File: config.mk
export PLATFORM = sky130hd
export DESIGN_NAME = uart_loader
export DESIGN_NICKNAME = d
export VERILOG_FILES = /design/src/rtl/uart_loader_pkg.sv /design/src/rtl/uart_loader_fifo.sv /design/src/rtl/uart_loader.sv
export SDC_FILE = /design/constraint.sdc
export NUM_CORES = 1
export LEC_CHECK = 0
export CAP_MARGIN = 20
export CORE_UTILIZATION = 45
export DETAILED_ROUTE_END_ITERATION = 16
export GPL_TIMING_DRIVEN = 0
export PLACE_DENSITY = 0.66
export SLEW_MARGIN = 20
export SYNTH_ARGS = -nofsm -noshare
export SYNTH_HDL_FRONTEND = slang
export SYNTH_SLANG_ARGS = --single-unit
File: constraint.sdc
create_clock -name clk -period 8.05 [get_ports clk]
set_input_delay 1.61 -clock clk [delete_from_list [all_inputs] [get_ports clk]]
set_output_delay 1.61 -clock clk [all_outputs]
set_load 0.01 [all_outputs]
File: src/rtl/uart_loader_pkg.sv
// Shared definitions for the UART boot-image loader.
package uart_loader_pkg;

  localparam int WORD_WIDTH = 16;
  localparam int BYTE_WIDTH = 8;

  typedef enum logic {
    IDLE = 1'b0,
    WAIT = 1'b1
  } wr_state_t;

  typedef enum logic {
    BYTE_HI = 1'b0,
    BYTE_LO = 1'b1
  } byte_phase_t;

endpackage

File: src/rtl/uart_loader_fifo.sv
// Synchronous word FIFO for the loader: push/pop/flush, full/empty, drop indication.
module loader_word_fifo
  import uart_loader_pkg::*;
#(
  parameter int DEPTH = 4,
  parameter int WIDTH = WORD_WIDTH
) (
  input  logic             clk,
  input  logic             rst,
  input  logic             push,
  input  logic             pop,
  input  logic             flush,
  input  logic [WIDTH-1:0] wdata,
  output logic [WIDTH-1:0] rdata,
  output logic             full,
  output logic             empty,
  output logic             dropped
);

  localparam int AW = $clog2(DEPTH);

  logic [WIDTH-1:0] mem [DEPTH];
  logic [AW:0]      wr_ptr;
  logic [AW:0]      rd_ptr;
  logic             do_push;
  logic             do_pop;

  assign empty   = (wr_ptr == rd_ptr);
  assign full    = (wr_ptr[AW] != rd_ptr[AW]) && (wr_ptr[AW-1:0] == rd_ptr[AW-1:0]);
  assign do_pop  = pop & ~empty;
  // A pop in the same cycle frees the slot, so a push into a full FIFO is still accepted.
  assign do_push = push & (~full | do_pop);
  assign dropped = push & ~do_push & ~flush;
  assign rdata   = mem[rd_ptr[AW-1:0]];

  always_ff @(posedge clk or negedge rst) begin
    if (!rst) begin
      wr_ptr <= '0;
      rd_ptr <= '0;
    end else if (flush) begin
      wr_ptr <= '0;
      rd_ptr <= '0;
    end else begin
      if (do_push) wr_ptr <= wr_ptr + 1'b1;
      if (do_pop)  rd_ptr <= rd_ptr + 1'b1;
    end
  end

  always_ff @(posedge clk) begin
    if (do_push && !flush) mem[wr_ptr[AW-1:0]] <= wdata;
  end

endmodule

File: src/rtl/uart_loader.sv
// UART-to-SDRAM boot-image loader: byte pairing, word FIFO and a write FSM.
// Optional checksum output is enabled with `define LOADER_CHECKSUM_EN.
//
// state | meaning
// IDLE  | no write outstanding; issues the FIFO head when DRAM is ready
// WAIT  | request strobed; addr/data held until dram_data_ready
module uart_loader
  import uart_loader_pkg::*;
#(
  parameter int                    ADDR_WIDTH = 25,
  parameter int                    FIFO_DEPTH = 4,
  parameter logic [ADDR_WIDTH-1:0] BASE_ADDR  = '0
) (
  input  logic                  clk,
  input  logic                  rst,
  input  logic                  load_en,
  input  logic [BYTE_WIDTH-1:0] rx_byte,
  input  logic                  rx_byte_ready,
  input  logic                  dram_mem_ready,
  input  logic                  dram_data_ready,
  output logic                  dram_write_en,
  output logic                  dram_refresh_data,
  output logic [ADDR_WIDTH-1:0] dram_addr,
  output logic [WORD_WIDTH-1:0] dram_data_in,
  output logic [15:0]           word_count,
`ifdef LOADER_CHECKSUM_EN
  output logic [15:0]           checksum,
`endif
  output logic                  busy,
  output logic                  overflow
);

  logic le_s1, le_s2, le_d;
  logic le_rise, le_fall;
  logic rdy_d, rx_edge;

  byte_phase_t           phase;
  logic [BYTE_WIDTH-1:0] hi_byte;
  logic                  push_q;
  logic [WORD_WIDTH-1:0] push_word;

  wr_state_t state, state_nxt;
  logic      clr_pend, do_clear;
  logic      issue, ack;

  logic [WORD_WIDTH-1:0] fifo_rdata;
  logic                  fifo_full, fifo_empty, fifo_dropped;

  logic                  strobe_q;
  logic [WORD_WIDTH-1:0] data_q;
  logic [ADDR_WIDTH-1:0] addr_q;
  logic [15:0]           count_q;
  logic                  ovf_q;

  always_ff @(posedge clk or negedge rst) begin
    if (!rst) begin
      le_s1 <= 1'b0;
      le_s2 <= 1'b0;
      le_d  <= 1'b0;
      rdy_d <= 1'b0;
    end else begin
      le_s1 <= load_en;
      le_s2 <= le_s1;
      le_d  <= le_s2;
      rdy_d <= rx_byte_ready;
    end
  end

  assign le_rise = le_s2 & ~le_d;
  assign le_fall = ~le_s2 & le_d;
  assign rx_edge = rx_byte_ready & ~rdy_d;

  // A load_en rise seen mid-write is parked until the FSM is back in IDLE.
  assign do_clear = (le_rise | clr_pend) & (state == IDLE);

  always_ff @(posedge clk or negedge rst) begin
    if (!rst) clr_pend <= 1'b0;
    else      clr_pend <= (le_rise | clr_pend) & ~do_clear;
  end

  always_ff @(posedge clk or negedge rst) begin
    if (!rst) begin
      phase     <= BYTE_HI;
      hi_byte   <= '0;
      push_q    <= 1'b0;
      push_word <= '0;
    end else begin
      push_q <= 1'b0;
      if (do_clear || le_fall) begin
        phase <= BYTE_HI;
      end else if (rx_edge && le_s2) begin
        if (phase == BYTE_HI) begin
          hi_byte <= rx_byte;
          phase   <= BYTE_LO;
        end else begin
          push_word <= {hi_byte, rx_byte};
          push_q    <= 1'b1;
          phase     <= BYTE_HI;
        end
      end
    end
  end

  loader_word_fifo #(
    .DEPTH (FIFO_DEPTH),
    .WIDTH (WORD_WIDTH)
  ) u_fifo (
    .clk     (clk),
    .rst     (rst),
    .push    (push_q),
    .pop     (ack),
    .flush   (do_clear),
    .wdata   (push_word),
    .rdata   (fifo_rdata),
    .full    (fifo_full),
    .empty   (fifo_empty),
    .dropped (fifo_dropped)
  );

  always_ff @(posedge clk or negedge rst) begin
    if (!rst) state <= IDLE;
    else      state <= state_nxt;
  end

  always_comb begin
    state_nxt = state;
    case (state)
      IDLE:    if (issue) state_nxt = WAIT;
      WAIT:    if (ack)   state_nxt = IDLE;
      default: state_nxt = IDLE;
    endcase
  end

  always_comb begin
    issue         = (state == IDLE) & ~fifo_empty & dram_mem_ready & ~do_clear;
    ack           = (state == WAIT) & dram_data_ready;
    dram_write_en = (state == WAIT);
    busy          = ~fifo_empty | (state == WAIT);
  end

`ifdef LOADER_CHECKSUM_EN
  logic [15:0] csum_q;

  always_ff @(posedge clk or negedge rst) begin
    if (!rst)          csum_q <= '0;
    else if (ack)      csum_q <= csum_q + data_q;
    else if (do_clear) csum_q <= '0;
  end

  assign checksum = csum_q;
`endif

  always_ff @(posedge clk or negedge rst) begin
    if (!rst) begin
      strobe_q <= 1'b0;
      data_q   <= '0;
      addr_q   <= BASE_ADDR;
      count_q  <= '0;
      ovf_q    <= 1'b0;
    end else begin
      strobe_q <= issue;
      if (issue) data_q <= fifo_rdata;
      if (ack) begin
        addr_q  <= addr_q + 1'b1;
        count_q <= count_q + 1'b1;
      end else if (do_clear) begin
        addr_q  <= BASE_ADDR;
        count_q <= '0;
      end
      if (do_clear)          ovf_q <= 1'b0;
      else if (fifo_dropped) ovf_q <= 1'b1;
    end
  end

  assign dram_refresh_data = strobe_q;
  assign dram_addr         = addr_q;
  assign dram_data_in      = data_q;
  assign word_count        = count_q;
  assign overflow          = ovf_q;

endmodule
==> results.cfg, run 1 <==
[outcome]
status = finished, final reports clean

[logic_synthesis]
synth_nets = 485
yosysWarnings = 0
synth-edff-count = 64
yosys_most_used_dff = dfrtp_1
synth_cells = 464
ys_seq_elements = 161
syn_area_um2 = 6700
syn_area_per_cell_um2 = 14.4
synth_cell_types = 50
yosysSeqAreaShare_pct = 64.9
postSynth.asyncResetShare_pct = 60.2

[floorplan]
die_y_um = 124
dieArea_um2 = 15400
die_w_um = 124
fp.coreArea_um2 = 14500
rows = 44
ios = 75
start_util_pct = 46.1

[critical_path]
cp.required_ps = 6440
regToRegStartpoint = dram_write_en
worst_setup_path_end_kind = output pin
slowest_stage = clkdlybuf4s50_1
crit_chain = xnor2_1 > nand3_1 > or2_2 > clkdlybuf4s50_1
crit_arrival_ps = 2210
cp_top_family = simple AND/OR/NAND/NOR gates
r2r_end = u_fifo.mem[2][8]
path_buf_inv = 1
reg2reg_slack_ps = 5510
max_stage_delay_ps = 480
critPathKind = register to output pin
ff2ff_path_depth = 5
critPathMaxFanout = 4
start_kind = register

[timing]
finalHoldViolations = 0
worst_pin_slew_ps = 961
relSlewSlack_pct = 35.8
maxSlewViolCount = 0
setup_viol = 0
min_period_ps = 3820
period_share_pct = 47.5
rsz0062_at_grt = no
setup_tns_ps = 0
skew_ps = 9.17
fmax_ghz = 0.262

[global_routing]
grtUsageTotal_pct = 19.8
grt-ovfl-total = 0
antenna_found_initial = 0
grt_pass1_wl_um = 22100
grt_pass1_vias = 4159
grt_max_degree = 69

[min_path]
hp-start = le_s1
hold_end = le_s2
hp-class = register to register
hold_depth = 0

[final_layout]
multi_input_area_um2 = 2260
fin_cells = 757
fin_nets = 581
diodes = 0
drive_above_1_share_pct = 20.2
fill_cells = 1196
seq_area_um2 = 4350
syn_to_final_growth_pct = 23.5

[power_and_ir_drop]
peakVddDrop_uv = 156
p_leak_uw = 0.00331
powerDensity_nw_per_um2 = 244

[routing]
first_pass_iters = 5
vias = 4225
drc = 0
vias_per_cell = 5.58
drtIter0Drc = 299
wirelength_um = 13800
avgRoutedWirePerCell_um = 18.3
ant_nets = 0

[cts]
cts_sinks = 161
cts.htree.levels = 4
cts_tree = done
clkTransAtPathRegs_ps = 60
hold_buffers = 0
cts_buffer_depth = 2
cts_resized = 0
cts_root_buf = clkbuf_16
clk_latency_ps = 430
post_cts_buffers = 0
cts_made_buffers = 17

[placement]
place_inst = 725
io_buffers = 74
dp_hpwl_um = 9150
gp_congestion = 0.834

[run]
cap_viol_max_count = 0
flip-flops by register name, indices dropped and copies added (netlist names):
signal             count
clr_pend               1
dram_addr             25
dram_data_in          16
dram_refresh_data      1
dram_write_en          1
hi_byte                8
le_d                   1
le_s1                  1
le_s2                  1
overflow               1
phase                  1
push_q                 1
push_word             16
rdy_d                  1
u_fifo.mem            64
u_fifo.rd_ptr          3
u_fifo.wr_ptr          3
word_count            16
kinds of logic (layout without fill, tap and decap cells):
group / after synthesis / in the layout / share of synthesized area (%)
buf+inv: 23 / 132 / 1.51
flops: 161 / 161 / 64.9
fa+ha+maj: 7 / 7 / 1.31
compound gates: 63 / 63 / 6.57
xor+xnor: 8 / 8 / 1.05
simple gates: 128 / 128 / 9.91
mux: 74 / 74 / 14.8
through the flow:
| step | setup slack (ps) | total power [uW] | utilization (%) | hold WS (ps) | instance area, um2 |
|---|---|---|---|---|---|
| floorplan | 4600 | 1140 | - | 331 | 6700 |
| global placement | 1560 | 1280 | 52.8 | 349 | 7670 |
| detailed placement | 4100 | 1290 | 53.2 | 358 | 7730 |
| CTS | 4190 | 2040 | 57.0 | 372 | 8280 |
| global route | 4130 | 2100 | 57.0 | 383 | 8280 |
| finish | 4230 | 2020 | 57.0 | 368 | 8280 |
cell type report:
class | count | share of cell area [%]
Sequential cell | 161 | 52.5
Multi-Input combinational cell | 280 | 27.3
Timing Repair Buffer | 77 | 9.52
Clock buffer | 17 | 5.14
Tap cell | 184 | 2.78
Clock inverter | 15 | 1.51
Buffer | 16 | 0.907
Inverter | 7 | 0.317
layer usage:
layer	vias up	wire length, um	global-route usage [%]	part of all wire [%]
met5	-	0	0	0
met3	14	563	4.03	4.1
met4	0	180	8.11	1.3
met2	107	7090	33.3	51
met1	2155	5990	25.1	43
li1	1949	-	-	-
report_power, final:
part,internal [uW],switching (uW)
Clock,403,344
Sequential,970,68.5
Combinational,144,87.4
layout by cell type, fill, tap and decap left out, drive strengths merged, types with 2 or more instances in the layout:
| cell type | netlist | final |
|---|---|---|
| a21o | 3 | 3 |
| a21oi | 8 | 8 |
| a31o | 2 | 2 |
| a31oi | 6 | 6 |
| a41oi | 3 | 3 |
| and2 | 8 | 8 |
| and3 | 2 | 2 |
| buf | 9 | 13 |
| clkbuf | 7 | 24 |
| clkdlybuf4s50 | 0 | 73 |
| clkinv | 0 | 5 |
| clkinvlp | 0 | 3 |
| dfrtp | 97 | 97 |
| edfxtp | 64 | 64 |
| ha | 7 | 7 |
| inv | 7 | 14 |
| mux2 | 40 | 40 |
| mux2i | 18 | 18 |
| mux4 | 16 | 16 |
| nand2 | 45 | 45 |
| nand3 | 19 | 19 |
| nand4 | 11 | 11 |
| nor2 | 17 | 17 |
| nor2b | 4 | 4 |
| nor3 | 7 | 7 |
| nor4 | 5 | 5 |
| o211ai | 5 | 5 |
| o21ai | 21 | 21 |
| o31ai | 5 | 5 |
| o41ai | 3 | 3 |
| or2 | 4 | 4 |
| or3 | 2 | 2 |
| or4 | 2 | 2 |
| xnor2 | 5 | 5 |
| xor2 | 3 | 3 |
cells in the mapped netlist, drive strengths merged (8+ instances only):
cell type,n,share of area [%]
buf,9,0.73
dfrtp,97,36
nand4,11,1.3
nand2,45,2.5
edfxtp,64,29
nand3,19,1.5
and2,8,0.75
mux2i,18,2.7
mux2,40,6.7
mux4,16,5.4
nor2,17,0.95
a21oi,8,0.60
o21ai,21,1.6
how the worst max path moves through the flow:
stage                                start          endpoint  slack (ps)  depth (start not counted)
after floorplan            dram_data_ready  u_fifo.mem[3][0]        4600                          3
after global placement                 rst   dram_data_in[5]        1560                          1
after detailed placement   dram_data_ready  u_fifo.mem[2][1]        4100                          5
after CTS                 u_fifo.wr_ptr[2]              busy        4190                          4
after global routing      u_fifo.wr_ptr[2]              busy        4130                          4
final                     u_fifo.wr_ptr[2]              busy        4230                          4
Power figures use the tool's default switching activity.
==> run 2, diff against run 1 <==
- PLACE_DENSITY: 0.66 -> 0.69
- clock period: 8.05 -> 3.1 ns (I/O delays scaled with it)
==> run 2 against run 1 <==
Compared with the run above: power rose to 2.7 times the previous value; final cell count did not move; via count rose by 0.12%; wire length fell by 0.69%; core utilization rose by 0.43 points; critical endpoint unchanged; largest cell class unchanged.
==> results.cfg, run 2 (synthesis gave the netlist of run 1 again) <==
[global_routing]
antenna_found_initial = 0
grtUsageTotal_pct = 19.7
grt-ovfl-total = 0
grt_max_degree = 73
grt_pass1_vias = 4248
grt_pass1_wl_um = 22100

[final_layout]
final_common_cell = dfrtp_1
fin_nets = 581
diodes = 0
drive_above_1_share_pct = 20.1
largest_register_ffs = 64
design_area_um2 = 8340
layout_common_cells = dfrtp_1, clkdlybuf4s50_1, edfxtp_1
final_core_util_pct = 57.4
syn_to_final_growth_pct = 24.4

[placement]
io_buffers = 74
gp_congestion = 0.825
place_area_um2 = 7720
dp_hpwl_um = 9120

[floorplan]
die_w_um = 124
ios = 75
die_y_um = 124
fp.coreArea_um2 = 14500
start_util_pct = 46.1
rows = 44
dieArea_um2 = 15400

[critical_path]
slowest_stage = clkdlybuf4s50_1
max_stage_delay_ps = 480
start_kind = register
critPathMaxFanout = 10
crit_arrival_ps = 2240
critPathKind = register to output pin
crit_chain = buf_2 > xnor2_1 > nand3_1 > or2_2 > clkdlybuf4s50_1
cp.required_ps = 2480
worst_setup_path_end_kind = output pin
reg2reg_slack_ps = 610

[cts]
cts_resized = 0
cts_buffer_depth = 2
cts_tree = done
cts_root_buf = clkbuf_16
cts_made_buffers = 17
hold_buffers = 0
clkTransAtPathRegs_ps = 60
post_cts_buffers = 0
cts.htree.levels = 4
cts_sinks = 161
clk_latency_ps = 420

[timing]
rsz0062_at_grt = no
setup_viol = 0
maxSlewViolCount = 0
worst_pin_slew_ps = 1000
min_period_ps = 2860
period_share_pct = 92.3
fmax_ghz = 0.349
relSlewSlack_pct = 32.9
finalHoldViolations = 0
skew_ps = 7.86

[routing]
drtIter0Drc = 300
ant_nets = 0
vias = 4230
wirelength_um = 13700
first_pass_iters = 5
vias_per_cell = 5.59
drc = 0
avgRoutedWirePerCell_um = 18.1

[power_and_ir_drop]
p_leak_uw = 0.00333
peakVddDrop_uv = 570
powerDensity_nw_per_um2 = 654

[outcome]
status = finished, final reports clean

[run]
cap_viol_max_count = 0

[min_path]
hp-class = input pin to asynchronous set/reset pin
-- run 2: layer usage --
metal / part of all wire (%) / vias to the layer above / wire length [um] / global-route usage [%]
met3: 4.0 / 17 / 550 / 4.53
li1: - / 1939 / - / -
met1: 45 / 2158 / 6210 / 26.4
met2: 49 / 116 / 6760 / 31.3
met5: 0 / - / 0 / 0
met4: 1.5 / 0 / 205 / 7.59
-- run 2: cell type report --
type,count,area [um2]
buffer,16,75.1
clock buffer,18,439
clock inverter,14,178
fill,1196,6190
inverter,7,26.3
multi-input combinational,280,2260
sequential,161,4350
tap,184,230
timing repair buffer,77,785
-- run 2: critical path: cells and delay by family (launching register included) --
kind | cells | cell delay, ps
buffers and inverters | 2 | 790
flip-flops | 1 | 350
XOR/XNOR | 1 | 200
AND/OR/NAND/NOR | 2 | 480
-- run 2: worst paths after layout --
path,end,cells past startpoint,start
worst max-delay path,busy,5,u_fifo.rd_ptr[1]
worst min-delay path,dram_data_in[1],1,rst
worst max register to register,u_fifo.mem[1][1],5,u_fifo.rd_ptr[1]
worst min register to register,le_s2,0,le_s1
max in group asynchronous,dram_addr[7],2,rst
min in group clk,le_s2,0,le_s1
-- run 2: per-stage QoR --
stage	hold slack (ps)	power, uW	setup WS (ps)	setup TNS [ps]	cells
after floorplan	324	2970	534	0	464
after global placement	347	3310	-2400	-248530	722
after detailed placement	341	3350	131	0	725
after CTS	53.1	5520	218	0	757
after global routing	65.5	5670	133	0	757
final	56.4	5460	238	0	757
-- run 2: power by group --
| group | leakage, uW | switching, uW | internal (uW) |
|---|---|---|---|
| clock network | 0.000292 | 858 | 1300 |
| logic | 0.00117 | 232 | 375 |
| registers | 0.00187 | 174 | 2520 |
